$ cat src/rtl/ctrl_pkg.sv
// Shared definitions for the multicycle RV32I control FSM.
// Latency: n/a (types, constants and one pure function only).
// Backpressure: n/a.
//
// Contents:
//   - state encodings (FETCH..TRAP) as fixed-width constants
//   - the opcodes the FSM recognises
//   - datapath mux-select encodings
//   - ctrl_t, a packed bundle of every control output
//   - decode_target(), which picks the state that follows DECODE
package ctrl_pkg;

    // ------------------------------------------------------------------
    // FSM state encodings. Explicit values keep the encoding stable for
    // anything that probes the state register by number.
    // ------------------------------------------------------------------
    typedef logic [3:0] state_t;

    localparam state_t S_FETCH    = 4'd0;
    localparam state_t S_DECODE   = 4'd1;
    localparam state_t S_MEMADR   = 4'd2;
    localparam state_t S_MEMREAD  = 4'd3;
    localparam state_t S_MEMWB    = 4'd4;
    localparam state_t S_MEMWRITE = 4'd5;
    localparam state_t S_EXECR    = 4'd6;
    localparam state_t S_EXECI    = 4'd7;
    localparam state_t S_ALUWB    = 4'd8;
    localparam state_t S_JAL      = 4'd9;
    localparam state_t S_BEQ      = 4'd10;
    localparam state_t S_TRAP     = 4'd11;

    // ------------------------------------------------------------------
    // Opcodes (instr[6:0]) handled by this core.
    // ------------------------------------------------------------------
    localparam logic [6:0] OP_LW  = 7'b0000011;
    localparam logic [6:0] OP_SW  = 7'b0100011;
    localparam logic [6:0] OP_R   = 7'b0110011;
    localparam logic [6:0] OP_I   = 7'b0010011;
    localparam logic [6:0] OP_JAL = 7'b1101111;
    localparam logic [6:0] OP_BEQ = 7'b1100011;

    // ------------------------------------------------------------------
    // Mux-select encodings.
    // ------------------------------------------------------------------
    // Result mux (what gets written back / fed to the PC).
    localparam logic [1:0] RES_ALUOUT = 2'b00;
    localparam logic [1:0] RES_DATA   = 2'b01;
    localparam logic [1:0] RES_ALURES = 2'b10;

    // ALU operand A.
    localparam logic [1:0] SRCA_PC    = 2'b00;
    localparam logic [1:0] SRCA_OLDPC = 2'b01;
    localparam logic [1:0] SRCA_RS1   = 2'b10;

    // ALU operand B.
    localparam logic [1:0] SRCB_RS2   = 2'b00;
    localparam logic [1:0] SRCB_IMM   = 2'b01;
    localparam logic [1:0] SRCB_FOUR  = 2'b10;

    // ALU operation class.
    localparam logic [1:0] ALU_ADD    = 2'b00;
    localparam logic [1:0] ALU_SUB    = 2'b01;
    localparam logic [1:0] ALU_FUNCT  = 2'b10;

    // Memory address mux.
    localparam logic ADR_PC     = 1'b0;
    localparam logic ADR_ALUOUT = 1'b1;

    // ------------------------------------------------------------------
    // Every control output in one bundle. The all-zero value is the
    // "nothing happens" word: no strobes, every select at its 0 leg.
    // ------------------------------------------------------------------
    typedef struct packed {
        logic       pc_write;
        logic       branch;
        logic       adr_src;
        logic       mem_write;
        logic       ir_write;
        logic       reg_write;
        logic [1:0] result_src;
        logic [1:0] alu_src_a;
        logic [1:0] alu_src_b;
        logic [1:0] alu_op;
    } ctrl_t;

    localparam ctrl_t CTRL_IDLE = '0;

    // ------------------------------------------------------------------
    // State entered after DECODE. Loads and stores share the address
    // phase; anything unrecognised parks the core in TRAP.
    // ------------------------------------------------------------------
    function automatic state_t decode_target(input logic [6:0] op);
        state_t nxt;
        case (op)
            OP_LW, OP_SW: nxt = S_MEMADR;
            OP_R:         nxt = S_EXECR;
            OP_I:         nxt = S_EXECI;
            OP_JAL:       nxt = S_JAL;
            OP_BEQ:       nxt = S_BEQ;
            default:      nxt = S_TRAP;
        endcase
        return nxt;
    endfunction

endpackage : ctrl_pkg

$ cat src/rtl/ctrl_out_decode.sv
// Output decode for the control FSM: current state + mem_ready -> ctrl bundle.
// Latency: purely combinational, zero cycles.
// Backpressure: mem_ready=0 suppresses the FETCH strobes (IR/PC updates).
//
// Ports:
//   state     in   current FSM state
//   mem_ready in   memory access completes this cycle
//   ctrl      out  every datapath select and write strobe
//
// Outputs are a Moore decode of the state. The one exception is FETCH,
// where ir_write and pc_write follow mem_ready directly. That way the
// instruction word is captured in the very cycle the memory delivers it.
module ctrl_out_decode
    import ctrl_pkg::*;
(
    input  state_t state,
    input  logic   mem_ready,
    output ctrl_t  ctrl
);

    always_comb begin
        ctrl = CTRL_IDLE;
        case (state)
            S_FETCH: begin
                // Read instr at PC and compute PC+4 in parallel.
                // PC+4 goes straight from the ALU result into the PC.
                ctrl.adr_src    = ADR_PC;
                ctrl.alu_src_a  = SRCA_PC;
                ctrl.alu_src_b  = SRCB_FOUR;
                ctrl.alu_op     = ALU_ADD;
                ctrl.result_src = RES_ALURES;
                ctrl.ir_write   = mem_ready;
                ctrl.pc_write   = mem_ready;
            end
            S_DECODE: begin
                // Speculatively form OldPC + imm.
                // This is the branch/jump target, used later from ALUOut.
                ctrl.alu_src_a  = SRCA_OLDPC;
                ctrl.alu_src_b  = SRCB_IMM;
                ctrl.alu_op     = ALU_ADD;
            end
            S_MEMADR: begin
                ctrl.alu_src_a  = SRCA_RS1;
                ctrl.alu_src_b  = SRCB_IMM;
                ctrl.alu_op     = ALU_ADD;
            end
            S_MEMREAD: begin
                ctrl.result_src = RES_ALUOUT;
                ctrl.adr_src    = ADR_ALUOUT;
            end
            S_MEMWB: begin
                ctrl.result_src = RES_DATA;
                ctrl.reg_write  = 1'b1;
            end
            S_MEMWRITE: begin
                // The write strobe is held for the whole wait.
                // A slow memory sees a stable request until it is ready.
                ctrl.result_src = RES_ALUOUT;
                ctrl.adr_src    = ADR_ALUOUT;
                ctrl.mem_write  = 1'b1;
            end
            S_EXECR: begin
                ctrl.alu_src_a  = SRCA_RS1;
                ctrl.alu_src_b  = SRCB_RS2;
                ctrl.alu_op     = ALU_FUNCT;
            end
            S_EXECI: begin
                ctrl.alu_src_a  = SRCA_RS1;
                ctrl.alu_src_b  = SRCB_IMM;
                ctrl.alu_op     = ALU_FUNCT;
            end
            S_ALUWB: begin
                ctrl.result_src = RES_ALUOUT;
                ctrl.reg_write  = 1'b1;
            end
            S_JAL: begin
                // Jump to the target held in ALUOut since DECODE.
                // Meanwhile the ALU forms OldPC+4, which ALUWB writes to rd.
                ctrl.alu_src_a  = SRCA_OLDPC;
                ctrl.alu_src_b  = SRCB_FOUR;
                ctrl.alu_op     = ALU_ADD;
                ctrl.result_src = RES_ALUOUT;
                ctrl.pc_write   = 1'b1;
            end
            S_BEQ: begin
                // The ALU subtract sets zero.
                // The datapath ANDs zero with branch to take the ALUOut target.
                ctrl.alu_src_a  = SRCA_RS1;
                ctrl.alu_src_b  = SRCB_RS2;
                ctrl.alu_op     = ALU_SUB;
                ctrl.result_src = RES_ALUOUT;
                ctrl.branch     = 1'b1;
            end
            default: begin
                // TRAP and unused encodings: everything idle.
                ctrl = CTRL_IDLE;
            end
        endcase
    end

endmodule : ctrl_out_decode

$ cat src/rtl/main_ctrl_fsm.sv
// Multicycle RV32I control FSM: fetch/decode/execute/memory/writeback sequencing.
// Latency: lw 5, sw 4, R/I/jal 4, beq 3 cycles at mem_ready=1; +1 per stall cycle.
// Backpressure: FETCH, MEMREAD and MEMWRITE hold their state while mem_ready=0.
//
// Ports:
//   clk, rst_n      clock and asynchronous active-low reset
//   opcode          instr[6:0] from the IR (stable from DECODE onward)
//   mem_ready       memory access completes this cycle
//   pc_write, branch, mem_write, ir_write, reg_write   write strobes
//   adr_src, result_src, alu_src_a, alu_src_b, alu_op   datapath mux selects
//   illegal_instr   sticky flag, set on an unsupported opcode, cleared by reset
module main_ctrl_fsm
    import ctrl_pkg::*;
#(
    parameter int OPW = 7
) (
    input  logic           clk,
    input  logic           rst_n,
    input  logic [OPW-1:0] opcode,
    input  logic           mem_ready,
    output logic           pc_write,
    output logic           branch,
    output logic           adr_src,
    output logic           mem_write,
    output logic           ir_write,
    output logic           reg_write,
    output logic [1:0]     result_src,
    output logic [1:0]     alu_src_a,
    output logic [1:0]     alu_src_b,
    output logic [1:0]     alu_op,
    output logic           illegal_instr
);

    state_t state;
    state_t state_nxt;
    logic   illegal_q;
    ctrl_t  ctrl_raw;
    ctrl_t  ctrl_out;

    // ------------------------------------------------------------------
    // State register. Reset lands in FETCH, so the first cycle after
    // release starts a fresh instruction. Nothing from an interrupted
    // sequence survives.
    // ------------------------------------------------------------------
    always_ff @(posedge clk or negedge rst_n) begin
        if (!rst_n) begin
            state <= S_FETCH;
        end else begin
            state <= state_nxt;
        end
    end

    // ------------------------------------------------------------------
    // Next-state logic.
    // ------------------------------------------------------------------
    always_comb begin
        state_nxt = state;
        case (state)
            S_FETCH:    state_nxt = mem_ready ? S_DECODE : S_FETCH;
            S_DECODE:   state_nxt = decode_target(opcode[6:0]);
            // opcode bit 5 separates stores (0100011) from loads (0000011).
            S_MEMADR:   state_nxt = opcode[5] ? S_MEMWRITE : S_MEMREAD;
            S_MEMREAD:  state_nxt = mem_ready ? S_MEMWB : S_MEMREAD;
            S_MEMWB:    state_nxt = S_FETCH;
            S_MEMWRITE: state_nxt = mem_ready ? S_FETCH : S_MEMWRITE;
            S_EXECR:    state_nxt = S_ALUWB;
            S_EXECI:    state_nxt = S_ALUWB;
            S_ALUWB:    state_nxt = S_FETCH;
            S_JAL:      state_nxt = S_ALUWB;
            S_BEQ:      state_nxt = S_FETCH;
            S_TRAP:     state_nxt = S_TRAP;
            default:    state_nxt = S_FETCH;
        endcase
    end

    // ------------------------------------------------------------------
    // Sticky illegal-instruction flag.
    // It is set on the edge that enters TRAP, so it reads 1 from the
    // first TRAP cycle. Only reset clears it.
    // ------------------------------------------------------------------
    always_ff @(posedge clk or negedge rst_n) begin
        if (!rst_n) begin
            illegal_q <= 1'b0;
        end else if (state_nxt == S_TRAP) begin
            illegal_q <= 1'b1;
        end
    end

    // ------------------------------------------------------------------
    // Output decode.
    // ------------------------------------------------------------------
    ctrl_out_decode u_ctrl_out_decode (
        .state     (state),
        .mem_ready (mem_ready),
        .ctrl      (ctrl_raw)
    );

    // During reset the state register already reads FETCH. Without
    // gating, FETCH with mem_ready=1 would pulse ir_write/pc_write.
    // The whole bundle is therefore forced idle while rst_n is low.
    // That also cuts off a store held mid-wait the instant reset asserts.
    assign ctrl_out = rst_n ? ctrl_raw : CTRL_IDLE;

    assign pc_write      = ctrl_out.pc_write;
    assign branch        = ctrl_out.branch;
    assign adr_src       = ctrl_out.adr_src;
    assign mem_write     = ctrl_out.mem_write;
    assign ir_write      = ctrl_out.ir_write;
    assign reg_write     = ctrl_out.reg_write;
    assign result_src    = ctrl_out.result_src;
    assign alu_src_a     = ctrl_out.alu_src_a;
    assign alu_src_b     = ctrl_out.alu_src_b;
    assign alu_op        = ctrl_out.alu_op;
    assign illegal_instr = illegal_q;

endmodule : main_ctrl_fsm

$ cat config.mk
export PLATFORM = sky130hd
export DESIGN_NAME = main_ctrl_fsm
export DESIGN_NICKNAME = d
export VERILOG_FILES = /design/src/rtl/ctrl_pkg.sv /design/src/rtl/ctrl_out_decode.sv /design/src/rtl/main_ctrl_fsm.sv
export SDC_FILE = /design/constraint.sdc
export NUM_CORES = 1
export LEC_CHECK = 0
export CAP_MARGIN = 10
export CORE_ASPECT_RATIO = 1.4
export CORE_MARGIN = 5
export CORE_UTILIZATION = 25
export DETAILED_ROUTE_END_ITERATION = 12
export PLACE_DENSITY = 0.55
export SYNTH_ARGS = -nofsm -noshare
export SYNTH_HDL_FRONTEND = slang
export SYNTH_SLANG_ARGS = --single-unit
$ cat constraint.sdc
create_clock -name clk -period 1.6 [get_ports clk]
set_input_delay 0.32 -clock clk [delete_from_list [all_inputs] [get_ports clk]]
set_output_delay 0.32 -clock clk [all_outputs]
set_load 0.1 [all_outputs]
### After elaboration in Yosys (flattened, before gate mapping)

Cells that the tools add are included.

| word-level totals | value |
|---|---|
| bits of input ports | 10 |
| flip-flop bits (word level) | 5 |
| logic and storage cells | 40 |
| output and inout bits | 15 |

| cells by class | value |
|---|---|
| reduce and logical (&&, ||, !) cells | 5 |
| muxes and demuxes | 15 |
| equality and inequality tests | 18 |

Operators by type and width:

| operator | count |
|---|---|
| 6-bit one-hot mux with 7 select lines | 1 |
| 4-bit one-hot mux with 7 select lines | 1 |
| 4-bit equality test (second input constant) | 5 |
| 4-bit one-hot mux with 5 select lines | 1 |
| 4-bit by 3-bit equality test with 1-bit output (second input constant) | 4 |
| 7-bit by 6-bit equality test with 1-bit output (second input constant) | 2 |
| 7-bit equality test (second input constant) | 2 |
| 14-bit two-way mux | 1 |
| 3-bit two-way mux | 3 |
| 4-bit by 2-bit equality test with 1-bit output (second input constant) | 2 |
| 7-bit by 2-bit equality test with 1-bit output (second input constant) | 1 |
| 7-bit by 5-bit equality test with 1-bit output (second input constant) | 1 |
| 1-bit two-way mux | 6 |
| 2-bit OR reduction | 3 |
| 4-bit by 1-bit equality test with 1-bit output (second input constant) | 1 |
| 4-bit zero test | 1 |
| 2-bit one-hot mux with 2 select lines | 1 |
| 3-bit OR reduction | 1 |
| 1-bit one-hot mux with 2 select lines | 1 |

### Depth between registers and ports, before layout

| depth | value |
|---|---|
| depth after elaboration | 5 |
| gate-level depth with buffers | 5 |
| mapped depth without buffers | 4 |

### By module

Synthesis repeated with hierarchy kept, for this count alone.

| second synthesis, totals | value |
|---|---|
| cells, all modules | 80 |
| area, all modules | 655.6 um^2 |

Modules (own cells, without submodules):

| module | instances | cells an instance | area each (um^2) | seq. area each (um^2) |
|---|---|---|---|---|
| main_ctrl_fsm | 1 | 51 | 437.9 | 125.1 |
| ctrl_out_decode | 1 | 29 | 217.7 | 0.0 |

### Worst setup path after synthesis

No wires, ideal clock.

| timing path | value |
|---|---|
| path kind | reg2out |
| from | register state[0] |
| to | output port ir_write |
| data required time | 1.280 ns |
| slack | -3.273 ns |
| path buffers | 1 |
| stages on the path, launching flop included | 4 |
| arrival | 4.553 ns |
| path through | dfrtp_1 buf_2 nor4_1 and2_1 |

| between the ends | value |
|---|---|
| longest elaborated chain between the ends | 3 |

Ends and longest elaborated chain:

| item | RTL line | RTL |
|---|---|---|
| start: declaration | main_ctrl_fsm.sv:34 | `state_t state;` |
| start signal: assignment | main_ctrl_fsm.sv:49 | `state <= state_nxt;` |
| 4-bit zero test | ctrl_out_decode.sv:23 | `case (state)` |
| 1-bit two-way mux | ctrl_out_decode.sv:23 |  |
| 14-bit two-way mux | main_ctrl_fsm.sv:102 | `assign ctrl_out = rst_n ? ctrl_raw : CTRL_IDLE;` |
| end: declaration | main_ctrl_fsm.sv:25 | `output logic ir_write,` |

Every way passes these cells.

### Worst setup path in the final report

| timing path | value |
|---|---|
| from | register state[2] |
| to | output port ir_write |

The elaborated chain is that of the path after synthesis.

==> results.yml <==
timing:
  setup_repair_after_global_routing_missed_its_margin: "true"
  finalClockSkew_ns: 0.00886
  timing.final.setup_violations: 14
  fmax_mhz: 558
  final-max-slew-violation-count: 0
  timing.max_slew.rel_slack_pct: 81.7
  finalCriticalPeriod_ns: 1.79
  finalCritPeriodShare_pct: 112
  tightestPinTransition_ns: 0.274
  layout_setup_ws_ns: -0.191
  finalHoldViolCount: 0
setup_path:
  worst-r2r-setup-slack_ns: 0.06
  worstReg2RegEnd: "illegal_instr$_DFFE_PN0N_"
  crit_path_end_kind: "primary output"
  setup.worst_path.start_class: "register"
  path_max_fanout: 7
  worstSetupPathType: "reg -> out"
  crit_arrival_ns: 1.47
  reg2reg_depth: 6
  worstSetupStartpoint: "state[2]$_DFF_PN0_"
  rr_startpoint: "state[0]$_DFF_PN0_"
  crit_required_ns: 1.28
placement:
  post_dp_cell_area_um2: 1260
  io_port_bufs: 24
  place.detailed.hpwl_mm: 1.58
  post-place-ws_ns: -0.397
  gpl.final_weighted_congestion: 0.815
synthesis:
  yosys_register_bits: 5
  largest_family_of_logic_cells_by_synthesized_area: "simple AND/OR/NAND/NOR gates"
  synthesis.area_um2: 537
  synth_largest_type_area_fraction_pct: 23.3
  synth.area.top_cells: "dfrtp_1 (23%), nand2b_1 (7.0%), nor2_1 (7.0%)"
  synthesis.nets: 80
  yosys.area_share.adder_pct: 0
  fraction_of_the_yosys_area_taken_by_sequential_cells_pct: 23.3
  synth-compound-area-share_pct: 20.7
  async_set_reset_flop_share_out_of_synthesis_pct: 100
  post_synth_inst_count: 70
  synth.largest_area_cell: "dfrtp_1"
  synth_cell_types: 33
  synth-edff-count: 0
  synth_xor_xnor_area_share_pct: 3.26
  yosys_most_used_dff: "dfrtp_1"
  syn_area_per_cell_um2: 7.67
  synth-warning-count: 0
  synth_simple_gate_area_share_pct: 44.8
  synth.mux.area_fraction_pct: 1.86
die:
  ioPinCount: 25
  row_count: 19
  start_util_pct: 26.6
  placeableCoreArea_um2: 2020
  die_x_um: 49.2
  die_y_um: 64.8
  floorplan.die_area_um2: 3190
global_routing:
  grt_overflow: 0
  first_global_vias: 755
  grt_max_degree: 9
  antenna_violations_before_repair: 0
  global_route.usage.total_pct: 12.2
  grt_first_pass_wirelength_mm: 3.14
final_layout:
  layout_commonest_cell: "buf_4"
  nNetsFinal: 134
  number_of_inserted_filler_cells_in_the_final_layout: 155
  layout_common_cells: "buf_4 (23), buf_12 (16), clkdlybuf4s50_1 (7)"
  layout-drive-gt1-share_pct: 64.2
  area_delta_synth_final_pct: 163
  postLayoutCellArea_um2: 1410
  antenna-diode-count: 0
clock_tree:
  h-tree-depth: 1
  clock_tree.root_cell: "clkbuf_4"
  clk_path_buf_depth: 2
  worstSkewPairLatency_ns: 0.24
  tritoncts.num_buffers: 3
  clock_sink_count: 5
  cts-hold-fix-buffers: 0
  cts_tree: "built"
  clkTransAtPathRegs_ns: 0.05
route:
  final_antenna_net_count: 0
  detail_route.drc_violations: 0
  post_drt_via_cell_ratio: 4.94
  totalWireLength_mm: 1.98
  num_vias: 712
  first_pass_iters: 2
  wire_per_inst_um: 13.8
  initialDrtViolationCount: 6
run:
  max-cap-violations: 0
power:
  power_density_nw_per_um2: 2030
  irDropWorstVdd_mv: 1.17
  p_leak_uw: 0.000577
worst_hold_path:
  min-delay-path-class: "in -> async"
run_status:
  outcome: "complete, but fails checks"
  failed_checks: "negative setup slack"
-- Yosys cell counts, types with 3 or more instances --
cell and instances:
nor2_1 10, nand2_1 7, nand2b_1 6, dfrtp_1 5, a21oi_1 4, nor2b_1 3
nor3_1 3
-- cell type report --
class | count | area (um2) | share of cell area (%)
Sequential cell | 5 | 129 | 9.12
Tap cell | 21 | 26.3 | 1.86
Inverter | 1 | 3.75 | 0.266
Clock buffer | 4 | 26.3 | 1.86
Multi-Input combinational cell | 60 | 591 | 41.8
Timing Repair Buffer | 53 | 637 | 45.1
-- logic make-up after synthesis --
family,count (synthesis)
mux,1
compound gates,15
xor+xnor,2
flops,5
buf+inv,5
simple gates,42
-- how the worst max path moves through the flow --
stage / cells after the start / endpoint
final: 4 / ir_write
after global routing: 4 / ir_write
after CTS: 4 / ir_write
after detailed placement: 5 / alu_src_b[1]
after global placement: 5 / alu_src_b[1]
after floorplan: 3 / ir_write
-- power by group --
group          switching (uW)  total, uW  leakage, uW  internal (uW)
registers                87.7        276    0.0000565            188
logic                    1360       2450     0.000505           1090
clock network            52.1        146    0.0000150           94.3
total                    1500       2870     0.000577           1370
-- sequential cells by signal, summed over array words and instances, names as in the netlist --
name,count
state,4
illegal_instr,1
-- worst max-delay path: stages (launching register included) --
cell and delay (ns):
dfrtp_2 0.47, buf_6 0.15, nor4_4 0.26, and2_4 0.19
buf_12 0.16
-- metrics by stage --
stage                     setup TNS (ns)  instances  hold slack, ns  utilization [%]  power [uW]
after global routing               -2.47        144           0.400             69.9        3010
final                              -1.68        144           0.362             69.9        2870
after CTS                          -1.80        139           0.376             66.1        2730
after detailed placement           -4.51        134           0.522             62.5        2470
after floorplan                    -4.51         70          0.0244                -        1650
after global placement             -4.35        134           0.517             62.5        2450
-- repair_timing --
action | CTS | global route
pin swaps | 4 | 5
endpoints found under the setup margin | 14 | 14
buffers inserted | 2 | 5
cloned | 0 | 0
resized for setup | 12 | 11
-- per-layer routing --
layer | global-route usage, % | vias to the layer above | share of wire, %
met5 | 0 | - | 0
met4 | 5.39 | 0 | 1.5
met3 | 0.917 | 2 | 3.6
met2 | 23.7 | 18 | 58
met1 | 13.0 | 331 | 36
li1 | - | 361 | -
No activity file was read; power rests on OpenSTA's default activity.
